==> config.mk <==
export PLATFORM = sky130hd
export DESIGN_NAME = gps_ca_gen_flat
export DESIGN_NICKNAME = d
export VERILOG_FILES = /design/src/rtl/gps_pkg.sv /design/src/rtl/gps_ca_gen_if.sv /design/src/rtl/gps_ca_lfsr.sv /design/src/rtl/gps_ca_gen.sv /design/src/flat_wrapper.sv
export SDC_FILE = /design/constraint.sdc
export NUM_CORES = 1
export LEC_CHECK = 0
export CORE_ASPECT_RATIO = 0.6
export CORE_UTILIZATION = 55
export CTS_BUF_LIST = sky130_fd_sc_hd__clkbuf_16
export CTS_CLUSTER_SIZE = 20
export DETAILED_ROUTE_END_ITERATION = 10
export PLACE_DENSITY = 0.76
export SLEW_MARGIN = 10
export SYNTH_ARGS = -nofsm -noshare
export SYNTH_HDL_FRONTEND = slang
export SYNTH_SLANG_ARGS = --single-unit
==> constraint.sdc <==
create_clock -name wb_clk_i -period 12.5 [get_ports wb_clk_i]
set_input_delay 3.125 -clock wb_clk_i [delete_from_list [all_inputs] [get_ports wb_clk_i]]
set_output_delay 3.125 -clock wb_clk_i [all_outputs]
set_load 0.01 [all_outputs]
==> src/rtl/gps_pkg.sv <==
// gps_pkg: shared constants, FSM state type and PRN tap table for the C/A generator
package gps_pkg;
  localparam int CA_LEN = 1023;
  localparam int BLK_W = 13;
  localparam int SV_MAX = 32;
  typedef enum logic [1:0] {IDLE, GEN, DONE} state_t;
  function automatic logic [7:0] ca_taps(input logic [5:0] sv);
    case (sv)
      6'd1: return 8'h26;
      6'd2: return 8'h37;
      6'd3: return 8'h48;
      6'd4: return 8'h59;
      6'd5: return 8'h19;
      6'd6: return 8'h2A;
      6'd7: return 8'h18;
      6'd8: return 8'h29;
      6'd9: return 8'h3A;
      6'd10: return 8'h23;
      6'd11: return 8'h34;
      6'd12: return 8'h56;
      6'd13: return 8'h67;
      6'd14: return 8'h78;
      6'd15: return 8'h89;
      6'd16: return 8'h9A;
      6'd17: return 8'h14;
      6'd18: return 8'h25;
      6'd19: return 8'h36;
      6'd20: return 8'h47;
      6'd21: return 8'h58;
      6'd22: return 8'h69;
      6'd23: return 8'h13;
      6'd24: return 8'h46;
      6'd25: return 8'h57;
      6'd26: return 8'h68;
      6'd27: return 8'h79;
      6'd28: return 8'h8A;
      6'd29: return 8'h16;
      6'd30: return 8'h27;
      6'd31: return 8'h38;
      6'd32: return 8'h49;
      default: return 8'h26;
    endcase
  endfunction
endpackage

==> src/rtl/gps_ca_gen_if.sv <==
// gps_ca_gen_if: request/result bundle between the code core and the C/A generator
interface gps_ca_gen_if;
  import gps_pkg::*;
  logic [5:0] sv_num;
  logic gen_next;
  logic [BLK_W-1:0] ca_code;
  logic [9:0] chip_idx;
  logic code_valid;
  logic sv_err;
  modport master (output sv_num, gen_next, input ca_code, chip_idx, code_valid, sv_err);
  modport slave (input sv_num, gen_next, output ca_code, chip_idx, code_valid, sv_err);
endinterface

==> src/rtl/gps_ca_lfsr.sv <==
// gps_ca_lfsr: G1/G2 Gold-code register pair producing one C/A chip per shift
module gps_ca_lfsr (
  input  logic       clk,
  input  logic       rst,
  input  logic       load,
  input  logic       en,
  input  logic [3:0] s1,
  input  logic [3:0] s2,
  output logic       chip
);
  logic [10:1] g1_q, g1_d, g2_q, g2_d;
  // Reload has priority over shifting; chip is taken from the pre-shift state
  always_comb begin
    g1_d = load ? '1 : en ? {g1_q[9:1], g1_q[3] ^ g1_q[10]} : g1_q;
    g2_d = load ? '1 : en ? {g2_q[9:1], ^{g2_q[2], g2_q[3], g2_q[6], g2_q[8], g2_q[9], g2_q[10]}} : g2_q;
    chip = g1_q[10] ^ g2_q[s1] ^ g2_q[s2];
  end
  // Register update, all-ones after reset
  always_ff @(posedge clk) begin
    if (rst) begin
      g1_q <= '1;
      g2_q <= '1;
    end else begin
      g1_q <= g1_d;
      g2_q <= g2_d;
    end
  end
endmodule

==> src/rtl/gps_ca_gen.sv <==
// gps_ca_gen: produces 13-chip blocks of the GPS C/A code for a selected PRN on request
module gps_ca_gen
  import gps_pkg::*;
(
  input logic wb_clk_i,
  input logic wb_rst_i,
  gps_ca_gen_if.slave bus
);
  state_t state_q, state_d;
  logic gen_next_q;
  logic [5:0] sv_q, sv_d;
  logic [9:0] phase_q, phase_d, chip_idx_q, chip_idx_d;
  logic [3:0] cnt_q, cnt_d;
  logic [BLK_W-1:0] sreg_q, sreg_d, ca_code_q, ca_code_d;
  logic code_valid_q, code_valid_d, sv_err_q, sv_err_d;
  logic start, legal, lfsr_load, lfsr_en, chip;
  logic [7:0] taps;
  assign taps = ca_taps(sv_q);
  gps_ca_lfsr u_lfsr (
    .clk (wb_clk_i),
    .rst (wb_rst_i),
    .load(lfsr_load),
    .en  (lfsr_en),
    .s1  (taps[7:4]),
    .s2  (taps[3:0]),
    .chip(chip)
  );
  // Request acceptance, chip generation and block completion
  always_comb begin
    state_d = state_q;
    sv_d = sv_q;
    phase_d = phase_q;
    chip_idx_d = chip_idx_q;
    cnt_d = cnt_q;
    sreg_d = sreg_q;
    ca_code_d = ca_code_q;
    code_valid_d = code_valid_q;
    sv_err_d = sv_err_q;
    lfsr_load = 1'b0;
    lfsr_en = 1'b0;
    start = bus.gen_next & ~gen_next_q;
    legal = bus.sv_num != 6'd0 && bus.sv_num <= 6'(SV_MAX);
    case (state_q)
      GEN: begin
        lfsr_en = 1'b1;
        lfsr_load = phase_q == 10'(CA_LEN - 1);
        phase_d = lfsr_load ? 10'd0 : phase_q + 10'd1;
        sreg_d = {sreg_q[BLK_W-2:0], chip};
        cnt_d = cnt_q + 4'd1;
        if (cnt_q == 4'(BLK_W - 1)) begin
          ca_code_d = sreg_d;
          code_valid_d = 1'b1;
          state_d = DONE;
        end
      end
      default: begin
        if (start) begin
          code_valid_d = 1'b0;
          sv_err_d = ~legal;
          state_d = legal ? GEN : IDLE;
          if (legal) begin
            sv_d = bus.sv_num;
            cnt_d = 4'd0;
            lfsr_load = bus.sv_num != sv_q;
            phase_d = lfsr_load ? 10'd0 : phase_q;
            chip_idx_d = phase_d;
          end
        end
      end
    endcase
  end
  // State and output registers
  always_ff @(posedge wb_clk_i) begin
    if (wb_rst_i) begin
      state_q <= IDLE;
      gen_next_q <= 1'b0;
      sv_q <= '0;
      phase_q <= '0;
      chip_idx_q <= '0;
      cnt_q <= '0;
      sreg_q <= '0;
      ca_code_q <= '0;
      code_valid_q <= 1'b0;
      sv_err_q <= 1'b0;
    end else begin
      state_q <= state_d;
      gen_next_q <= bus.gen_next;
      sv_q <= sv_d;
      phase_q <= phase_d;
      chip_idx_q <= chip_idx_d;
      cnt_q <= cnt_d;
      sreg_q <= sreg_d;
      ca_code_q <= ca_code_d;
      code_valid_q <= code_valid_d;
      sv_err_q <= sv_err_d;
    end
  end
  assign bus.ca_code = ca_code_q;
  assign bus.chip_idx = chip_idx_q;
  assign bus.code_valid = code_valid_q;
  assign bus.sv_err = sv_err_q;
endmodule

==> src/flat_wrapper.sv <==
// flat-port wrapper written by rule: the top's interface ports become plain ports
module gps_ca_gen_flat import gps_pkg::*;
  (wb_clk_i, wb_rst_i, bus_sv_num, bus_gen_next, bus_ca_code, bus_chip_idx, bus_code_valid, bus_sv_err);
  gps_ca_gen_if bus_i ();
  input logic wb_clk_i;
  input logic wb_rst_i;
  input wire logic [$bits(bus_i.sv_num)-1:0] bus_sv_num;
  input wire logic [$bits(bus_i.gen_next)-1:0] bus_gen_next;
  output wire logic [$bits(bus_i.ca_code)-1:0] bus_ca_code;
  output wire logic [$bits(bus_i.chip_idx)-1:0] bus_chip_idx;
  output wire logic [$bits(bus_i.code_valid)-1:0] bus_code_valid;
  output wire logic [$bits(bus_i.sv_err)-1:0] bus_sv_err;
  assign bus_i.sv_num = bus_sv_num;
  assign bus_i.gen_next = bus_gen_next;
  assign bus_ca_code = bus_i.ca_code;
  assign bus_chip_idx = bus_i.chip_idx;
  assign bus_code_valid = bus_i.code_valid;
  assign bus_sv_err = bus_i.sv_err;
  gps_ca_gen u_core (.wb_clk_i(wb_clk_i), .wb_rst_i(wb_rst_i), .bus(bus_i));
endmodule
After elaboration in Yosys (flattened, before gate mapping). Memory sizes are Yosys's and may differ from the RTL's. A register that Yosys moved wholly into a read port is not among the register bits. Index checks and enable logic that the tools add are counted.

Memories: 1. Memory bits (read-only): 512. Word-level logic and storage cells: 66. Bits in registers: 80. Output and inout port bits: 25. Bits of input ports: 9.

Memory list: (name not given) (words 64, width 8, read ports 1, clocked after memory_dff 1, wr ports 0, RTL line gps_pkg.sv:8) `case (sv)`.

Equal/unequal tests: 5. Bitwise gates (word level): 7. $add $sub $neg: 2. Magnitude comparators: 3. Muxes and demuxes: 25. Reduce and logical (&&, ||, !) cells: 11.

Operator list (count): $mux 10 (5); $mux 4 (3); $mux 6 (2); $add 10x1->10 const B (1); $eq 10x10->1 const B (1); $lt 4x5->1 const B (2); $mux 1 (10); $bmux 1 s4 (2); $reduce_and 2->1 (4); $le 6x6->1 const B (1); $mux 2 (3); $ne 6x6->1 (1); $reduce_bool 6->1 (1); $reduce_xor 6->1 (1); $add 4x1->4 const B (1); $eq 4x4->1 const B (1); $reduce_bool 2->1 (2); $not 1->1 (3); $reduce_and 3->1 (1); $xor 1x1->1 (3); $eq 2x1->1 const B (1); $ne 2x1->1 const B (1); $reduce_or 2->1 (1); $and 1x1->1 (1); $logic_and 1x1->1 (1).

Longest topological paths before layout. Gate-level depths: netlist of the first run.

Depth in word-level cells: 6. Depth in mapped cells: 11. Mapped depth without buffers: 10.

Cells and area by module. A second synthesis of the first run with hierarchy kept.

Cell total of the unflattened synthesis: 474. Area, all modules: 4126.5 µm².

By module, submodules not included: gps_ca_gen (seq. area each 1341.3 µm², times used 1, cells an instance 381, area an instance 3169.3 µm²); gps_ca_lfsr (seq. area each 400.4 µm², times used 1, cells an instance 93, area an instance 957.2 µm²).

Least setup slack after synthesis of the first run. No wires, ideal clock.

Path type: input to register. Start: in bus_sv_num[2]. End: reg, netlist name u_core.taps[2]. Arrival time: 6.303 ns. Required time: 12.383 ns. Setup slack: 6.080 ns. Buffers on the path: 1. Setup time: 0.117 ns. Stages: 10. Cell sequence: buf_2 > or4_4 > o21a_1 > nor3_4 > mux2i_1 > inv_2 > ha_1 > or3_1 > a311o_1 > a32o_1.

Word-level cells in the longest chain between the ends: 5. Elaborated cells between the ends (all ways): 6. Classes of those cells: 1 x order compare; 2 x mux; 3 x reduce/logical.

RTL lines: from (decl) (RTL line flat_wrapper.sv:7) `input wire logic [$bits(bus_i.sv_num)-1:0] bus_sv_num;`; $le 6x6->1 / $reduce_bool 6->1 (equally long branches) (RTL line gps_ca_gen.sv:42) `legal = bus.sv_num != 6'd0 && bus.sv_num <= 6'(SV_MAX);`; $logic_and 1x1->1 (RTL line gps_ca_gen.sv:42); $reduce_and 3->1 (no line); $mux 6 (no line) (*) (2 in a row).

Mark *: on every way between the ends. The rest lies on a longest branch, timed or not. A chain may end at the register's enable or synchronous reset.

Worst setup path in the final report of the first run.
Start: in bus_sv_num[1]. End: reg, netlist name u_core.taps[3].

Word-level cells in the longest chain between the ends: 5. Elaborated cells between the ends (all ways): 6. Classes of those cells: 1 x order compare; 2 x mux; 3 x reduce/logical.

RTL lines (RTL line): $le 6x6->1 / $reduce_bool 6->1 (equally long branches) (gps_ca_gen.sv:42); $logic_and 1x1->1 (gps_ca_gen.sv:42); $reduce_and 3->1 (no line); $mux 6 (no line) (*) (2 in a row).

Marked as above.

==> impl_metrics.toml, run 1 <==
[run_status]
status = "finished, final reports clean"

[power_and_ir_drop]
combPwrFrac = 0.111
power_density_nw_per_um2 = 131
clockPowerShare = 0.418
sequentialPowerShare = 0.471
p_int_uw = 470
power_leakage_uw = 0.00183
ir_drop_uv = 74.0
p_switching_uw = 160
switching_share = 0.254

[critical_path]
required_ps = 12690
slowest_stage = "mux2i_1"
worst_setup_path_end_kind = "flip-flop"
crit_buf_inv = 2
timing.critical_path.cells = "clkdlybuf4s50_1 -> or4_4 -> o21a_1 -> nor3_4 -> mux2i_1 -> inv_2 -> ha_1 -> or3_1 -> o31ai_1 -> or3_1 -> a32oi_1"
crit_top_cell = "or3_1"
critPathLaunchType = "input port"
worstPathMaxFanout = 18
slowest_delay_ps = 750
arrival_ps = 7390
cp_top_family = "simple AND/OR/NAND/NOR gates"
critPathKind = "in2reg"

[finish]
nets = 538
drive_above_1_share = 0.0688
multi_input_area_um2 = 2230
regArea_um2 = 1740
syn_to_final_growth_pct = 15.3
instances_no_fill = 627
fillers = 614
antennaDiodeCount = 0

[detailed_routing]
vias_per_cell = 5.81
ant_nets = 0
vias = 3645
wl_per_cell_um = 15.0
drt_first_pass_iters = 5
post-route-drc-count = 0
drt_iter0_markers = 404
routed_wl_um = 9430

[clock_tree]
cts_buffer_depth = 2
clockRootBuffer = "clkbuf_16"
cts_buffers = 9
cts_tree = "yes"
htree_levels = 3
cts_hold_buf = 0
cts_sinks = 87
clk_pin_slew_ps = 60
ctsResizeCount = 0
insertion_delay_ps = 340
postCtsSetupBuffers = 0

[synth]
synthTopCellsByCount = "115 x nand2_1, 87 x dfxtp_1, 32 x a21oi_1, 31 x nand3_1, 26 x nor2_1"
synth.distinct_cells = 63
synth-seq-cells = 87
synth_edf_count = 0
avgSynthCellArea_um2 = 8.31
synth_area_um2 = 4160
synth_most_common_cell = "nand2_1"
synth_compound_area_frac = 0.183
synthSimpleGateAreaFrac = 0.231
synth_xor_area_frac = 0.0379
yosysTopAreaCellShare = 0.418
synth_top_family_by_area = "simple AND/OR/NAND/NOR gates"
yosys.area_share.adder = 0.0331
ys_seq_area_frac = 0.418
synthArstFlopShare = 0
syn_nets = 521
syn_inst = 501
yosys.area.top_type = "dfxtp_1"
muxShareOfSynthArea = 0.0502
synthTopCellsByArea = "dfxtp_1 42%, nand2_1 10%, a21oi_1 3.8%"
synthFlopType = "dfxtp_1"
synth_warnings = 0

[global_route]
grt_overflow = 0
use_met3 = 0.0621
grt_max_degree = 54
gr-max-usage-layer = "met1"
grt_util_all_layers = 0.254
met2_usage = 0.344
antenna_found_initial = 0
grt_pass1_vias = 3303
grt_pass1_wl_um = 16100
use_met1 = 0.390

[placed_design]
hpwl_um = 6220
io_buffers = 33
pre_cts_ws_ps = 5010
numPlacedInstances = 611
place.gp.congestion = 0.902

[sta]
layout_min_cycle_time_ps = 7200
hold_violations = 0
fin_setup_tns_ps = 0
final-setup-viol-count = 0
finClkSkew_ps = 6.03
slew_headroom = 0.321
max_freq_mhz = 139
setup_slack_ps = 5300
fin_crit_sh = 0.576
slew_viol_final = 0
rsz0062_at_grt = "false"
tightestPinTransition_ps = 1010

[die]
fp.dieH_um = 69.4
die_area_um2 = 7930
initial_core_util = 0.570
core_area_um2 = 7300
io_pins = 34
dieWidth_um = 114
rows = 24

[worst_hold_path]
hp-class = "reg2reg"

[job]
maxCapViolations = 0
flip-flops by register name (all words and copies together), names as in the netlist:
register,count
u_core.sreg_q,12
u_core.taps,8
u_core.gen_next_q,1
u_core.u_lfsr.g2_q,10
u_core.u_lfsr.g1_q,10
u_core.phase_q,10
u_core.bus.sv_err,1
u_core.bus.ca_code,13
u_core.bus.code_valid,1
u_core.state_q,1
u_core.sv_q,6
u_core.cnt_q,4
u_core.bus.chip_idx,10
power groups by stage:
stage / registers, uW / logic (uW) / clock network [uW]
2_1_floorplan: 300 / 54.3 / 0
3_3_place_gp: 302 / 67.4 / 0
3_5_place_dp: 303 / 68.8 / 0
4_1_cts: 297 / 69.4 / 268
5_1_grt: 298 / 77.7 / 281
6_report: 297 / 70.3 / 264
worst register-to-register path: cells and delay by family, from the launching register on:
family,cells,cell delay (ps)
simple gates,5,1630
compound gates,2,370
buf+inv,1,160
flops,1,390
fa+ha+maj,1,300
mux,1,750
final timing paths:
| kind | startpoint | end | slack (ps) | depth (start not counted) |
|---|---|---|---|---|
| worst max-delay path | bus_sv_num[1] | u_core.taps[3] | 5300 | 11 |
| worst min-delay path | u_core.bus.ca_code[11] | u_core.bus.ca_code[11] | 450 | 2 |
| worst max register to register | u_core.bus.code_valid | u_core.taps[3] | 8760 | 10 |
| worst min register to register | u_core.bus.ca_code[11] | u_core.bus.ca_code[11] | 450 | 2 |
through the flow:
step | total power [uW] | instance area, um^2 | utilization | hold slack [ps]
CTS | 634 | 4800 | 0.658 | 457
floorplan | 354 | 4160 | - | 432
detailed placement | 371 | 4510 | 0.618 | 448
global route | 657 | 4800 | 0.658 | 474
global placement | 369 | 4510 | 0.618 | 444
finish | 631 | 4800 | 0.658 | 453
cell type report:
type | instances | share of cell area
multi-input cells | 368 | 0.464
clock inverters | 7 | 0.0143
flip-flops and latches | 87 | 0.363
well taps | 104 | 0.0271
clock buffers | 9 | 0.0469
inverters | 16 | 0.0125
repair buffers | 36 | 0.0725
layout by cell type (no fill, tap or decap), types with 3 or more instances in the layout:
cell and n:
a41oi_1 3, or3_1 4, nor2b_1 4, a31oi_1 10, clkdlybuf4s50_1 32, mux4_2 3
xnor2_1 12, dfxtp_1 87, o21a_1 4, nand3_1 31, a311oi_1 6, clkbuf_16 9
inv_2 3, mux2i_1 10, and3_1 3, o2111ai_1 4, a22o_1 10, xor2_1 6
a211oi_1 3, buf_4 3, clkinv_1 3, nor2_1 26, a21oi_1 32, nor3_1 8
o211ai_1 5, ha_1 11, nand2b_1 3, nand3b_1 3, nand2_1 115, o21ai_0 14
inv_1 11
layer usage:
metal,share of wire,vias up
li1,-,1793
met2,0.42,117
met5,0,-
met3,0.064,6
met4,0.0063,0
met1,0.51,1729
cells by family after synthesis:
family / after synthesis
XOR/XNOR: 18
flip-flops: 87
AO/OA/AOI/OAI: 112
multiplexers: 16
adder cells (fa/ha/maj): 11
AND/OR/NAND/NOR: 211
buffers and inverters: 46
(Power assumes the default switching activity.)
==> run 2, diff against run 1 <==
clock period = 6.7 ns   (was 12.5 ns; I/O delays follow)
==> impl_metrics.toml, run 2 (synthesized netlist as in run 1, its figures left out) <==
[clock_tree]
clockRootBuffer = "clkbuf_16"
cts_hold_buf = 0
cts_tree = "yes"
cts_sinks = 87
cts_buffer_depth = 2
ctsResizeCount = 0
insertion_delay_ps = 340
postCtsSetupBuffers = 0
htree_levels = 3
clk_pin_slew_ps = 60
cts_buffers = 9

[die]
initial_core_util = 0.570
die_area_um2 = 7930
core_area_um2 = 7300
fp.dieH_um = 69.4
dieWidth_um = 114
rows = 24
io_pins = 34

[detailed_routing]
wl_per_cell_um = 15.0
vias_per_cell = 5.89
drt_iter0_markers = 424
drt_first_pass_iters = 5
vias = 3696
routed_wl_um = 9420
post-route-drc-count = 0
ant_nets = 0

[critical_path]
arrival_ps = 5550
required_ps = 6930
critPathKind = "in2reg"
worstPathMaxFanout = 18
critPathLaunchType = "input port"
worst_setup_path_end_kind = "flip-flop"
ff2ff_setup_slack_ps = 3360

[placed_design]
hpwl_um = 6350
place.gp.congestion = 0.935
placed_cell_area_um2 = 4510
io_buffers = 33

[global_route]
grt_util_all_layers = 0.251
grt_pass1_wl_um = 15600
grt_pass1_vias = 3221
grt_max_degree = 54
antenna_found_initial = 0
grt_overflow = 0

[sta]
max_freq_mhz = 188
slew_viol_final = 0
hold_violations = 0
slew_headroom = 0.301
rsz0062_at_grt = "false"
layout_min_cycle_time_ps = 5320
tightestPinTransition_ps = 1040
fin_crit_sh = 0.794
fin_setup_tns_ps = 0
finClkSkew_ps = 3.88
final-setup-viol-count = 0

[power_and_ir_drop]
power_density_nw_per_um2 = 236
power_leakage_uw = 0.00183
ir_drop_uv = 169

[finish]
final_area_um2 = 4780
nets = 539
antennaDiodeCount = 0
largest_register_ffs = 13
syn_to_final_growth_pct = 14.8
mostFrequentLayoutCell = "nand2_1"
layout_common_cells = "115 x nand2_1, 87 x dfxtp_1, 32 x a21oi_1, 32 x clkdlybuf4s50_1, 31 x nand3_1"
drive_above_1_share = 0.0687

[run_status]
status = "finished, final reports clean"

[worst_hold_path]
hp-class = "reg2reg"

[job]
maxCapViolations = 0
-- run 2: cell count changes in the layout (fill, tap and decap cells not counted) --
cell       before  now
clkinv_2        2    3
bufinv_16       1    0
inv_1          11   12
inv_6           2    1
buf_4           3    4
-- run 2: layer usage --
metal  up-vias  part of all wire  GRT usage
met5         -                 0          0
met4         0            0.0067     0.0736
met3        10             0.067     0.0734
met2       137              0.43      0.344
met1      1749              0.50      0.376
li1       1800                 -          -
-- run 2: per-stage QoR --
step | hold WS (ps) | worst slack, ps | total power (uW) | utilization | cells
final | 453 | 1380 | 1130 | 0.655 | 628
after global placement | 444 | 1200 | 689 | 0.619 | 612
after global routing | 471 | 1130 | 1180 | 0.655 | 628
after detailed placement | 447 | 1050 | 692 | 0.619 | 612
after CTS | 456 | 1410 | 1140 | 0.655 | 628
after floorplan | 432 | 1730 | 660 | - | 501
-- run 2: final cells by class --
| class | instances | area [um^2] |
|---|---|---|
| clock buffers | 9 | 225 |
| clock inverters | 7 | 38.8 |
| fillers | 632 | 2520 |
| inverters | 16 | 60.1 |
| multi-input cells | 368 | 2230 |
| flip-flops and latches | 87 | 1740 |
| well taps | 104 | 130 |
| repair buffers | 37 | 355 |
-- run 2: worst paths after layout --
path / from / cells past startpoint / endpoint
max: bus_sv_num[1] / 10 / u_core.taps[2]
min reg2reg: u_core.bus.ca_code[10] / 2 / u_core.bus.ca_code[10]
min: u_core.bus.ca_code[10] / 2 / u_core.bus.ca_code[10]
max reg2reg: u_core.gen_next_q / 9 / u_core.taps[2]
-- run 2: critical path: stages --
cell and delay, ps:
clkdlybuf4s50_1 550, or4_4 630, o21a_1 240, nor3_4 640
mux2i_1 320, nor2_1 140, ha_1 340, or3_1 460
a311o_1 350, a32o_1 210
-- run 2: report_power, final --
group          leakage (uW)  switching (uW)  total (uW)  internal (uW)
logic              0.000985            75.6         130           53.9
registers          0.000706            18.5         553            535
clock network      0.000134             196         443            247
total               0.00183             290        1130            836
==> run 3, diff against run 2 <==
CORE_UTILIZATION = 52   (was 55)
PLACE_DENSITY = 0.75   (was 0.76)
clock period = 4.7 ns   (was 6.7 ns; I/O delays follow)
==> impl_metrics.toml, run 3 (synthesized netlist as in run 1, its figures left out) <==
[run_status]
status = "finished, final reports clean"

[power_and_ir_drop]
power_leakage_uw = 0.00189
sequentialPowerShare = 0.453
ir_drop_uv = 280
p_int_uw = 1310
power_density_nw_per_um2 = 356
clockPowerShare = 0.437
combPwrFrac = 0.110
p_switching_uw = 433
switching_share = 0.248

[die]
rows = 24
fp.dieH_um = 71.3
die_area_um2 = 8380
initial_core_util = 0.554
dieWidth_um = 118
io_pins = 34
core_area_um2 = 7510

[critical_path]
worst_setup_path_end_kind = "flip-flop"
slowest_delay_ps = 550
r2r_end = "u_core.taps[2]"
slowest_stage = "or4_4"
critPathKind = "in2reg"
timing.critical_path.cells = "clkdlybuf4s50_1 -> or4_4 -> o21a_1 -> nor3_4 -> mux2i_1 -> nor2_1 -> ha_1 -> or3_1 -> o31ai_1 -> a311o_1 -> a32o_1"
worstPathMaxFanout = 6
required_ps = 4980
worstRegToRegCells = 11
ff2ff_setup_slack_ps = 1390
arrival_ps = 4490
reg2reg_from = "u_core.bus.code_valid"
critPathLaunchType = "input port"

[sta]
setup_slack_ps = 490
tightestPinTransition_ps = 820
fin_setup_tns_ps = 0
slew_viol_final = 0
rsz0062_at_grt = "false"
hold_violations = 0
finClkSkew_ps = 6.37
layout_min_cycle_time_ps = 4210
final-setup-viol-count = 0
slew_headroom = 0.451
max_freq_mhz = 238
fin_crit_sh = 0.896

[clock_tree]
ctsResizeCount = 0
postCtsSetupBuffers = 0
insertion_delay_ps = 340
cts_sinks = 87
cts_tree = "yes"
cts_buffers = 9
cts_hold_buf = 0
clk_pin_slew_ps = 60
htree_levels = 3
clockRootBuffer = "clkbuf_16"
cts_buffer_depth = 2

[detailed_routing]
post-route-drc-count = 0
vias = 3716
vias_per_cell = 5.84
drt_first_pass_iters = 5
wl_per_cell_um = 15.4
routed_wl_um = 9800
ant_nets = 0
drt_iter0_markers = 325

[global_route]
grt_util_all_layers = 0.244
grt_max_degree = 53
grt_pass1_wl_um = 16400
grt_overflow = 0
antenna_found_initial = 0
grt_pass1_vias = 3420

[worst_hold_path]
whs_path_depth = 2
holdCritStartpoint = "u_core.sreg_q[11]"
hp-class = "reg2reg"
min_to = "u_core.bus.ca_code[12]"

[finish]
mostFrequentLayoutCell = "nand2_1"
largest_register_ffs = 13
nets = 547
antennaDiodeCount = 0
syn_to_final_growth_pct = 17.6
layout_common_cells = "115 x nand2_1, 87 x dfxtp_1, 32 x a21oi_1, 32 x clkdlybuf4s50_1, 31 x nand3_1"
drive_above_1_share = 0.0846

[placed_design]
io_buffers = 33
pre_cts_ws_ps = 187
place.gp.congestion = 0.947
hpwl_um = 6610

[job]
maxCapViolations = 0
==> run 3: worst max-delay path by stage <==
stage,from,cells past startpoint,slack [ps],end
5_1_grt,bus_sv_num[3],11,360,u_core.taps[2]
2_1_floorplan,bus_sv_num[2],10,230,u_core.taps[2]
4_1_cts,bus_sv_num[3],10,550,u_core.taps[2]
6_report,bus_sv_num[3],11,490,u_core.taps[2]
3_5_place_dp,bus_sv_num[3],10,190,u_core.taps[2]
3_3_place_gp,bus_sv_num[3],10,290,u_core.taps[2]
==> run 3: worst max-delay path: cells and delay by family <==
family | cells | cell delay, ps
simple gates | 4 | 1390
compound gates | 4 | 850
mux | 1 | 260
buf+inv | 1 | 500
fa+ha+maj | 1 | 310
==> run 3: power by group through the flow <==
stage	Combinational (uW)	Clock (uW)	Sequential (uW)
5_1_grt	211	804	792
3_3_place_gp	184	0	803
3_5_place_dp	188	0	805
6_report	193	762	790
2_1_floorplan	144	0	797
4_1_cts	190	780	789
==> run 3: per-layer routing <==
metal  vias up  share of wire  GRT usage
li1       1824              -          -
met3        15          0.057     0.0629
met2       113           0.43      0.373
met5         -              0          0
met4         0         0.0092     0.0670
met1      1764           0.50      0.343
==> run 3: layout make-up <==
type	instances	area [um^2]
Inverter	16	60.1
Multi-Input combinational cell	368	2230
Clock inverter	7	96.3
Clock buffer	9	225
Timing Repair Buffer	45	415
Sequential cell	87	1740
Fill cell	675	2610
Tap cell	104	130
==> run 3: metrics by stage <==
stage	std cells	utilization	area, um^2	hold slack (ps)	power [uW]
after detailed placement	620	0.609	4570	446	993
after global routing	636	0.652	4900	479	1810
final	636	0.652	4900	449	1740
after global placement	620	0.609	4570	443	987
after CTS	636	0.652	4900	455	1760
after floorplan	501	-	4160	432	942
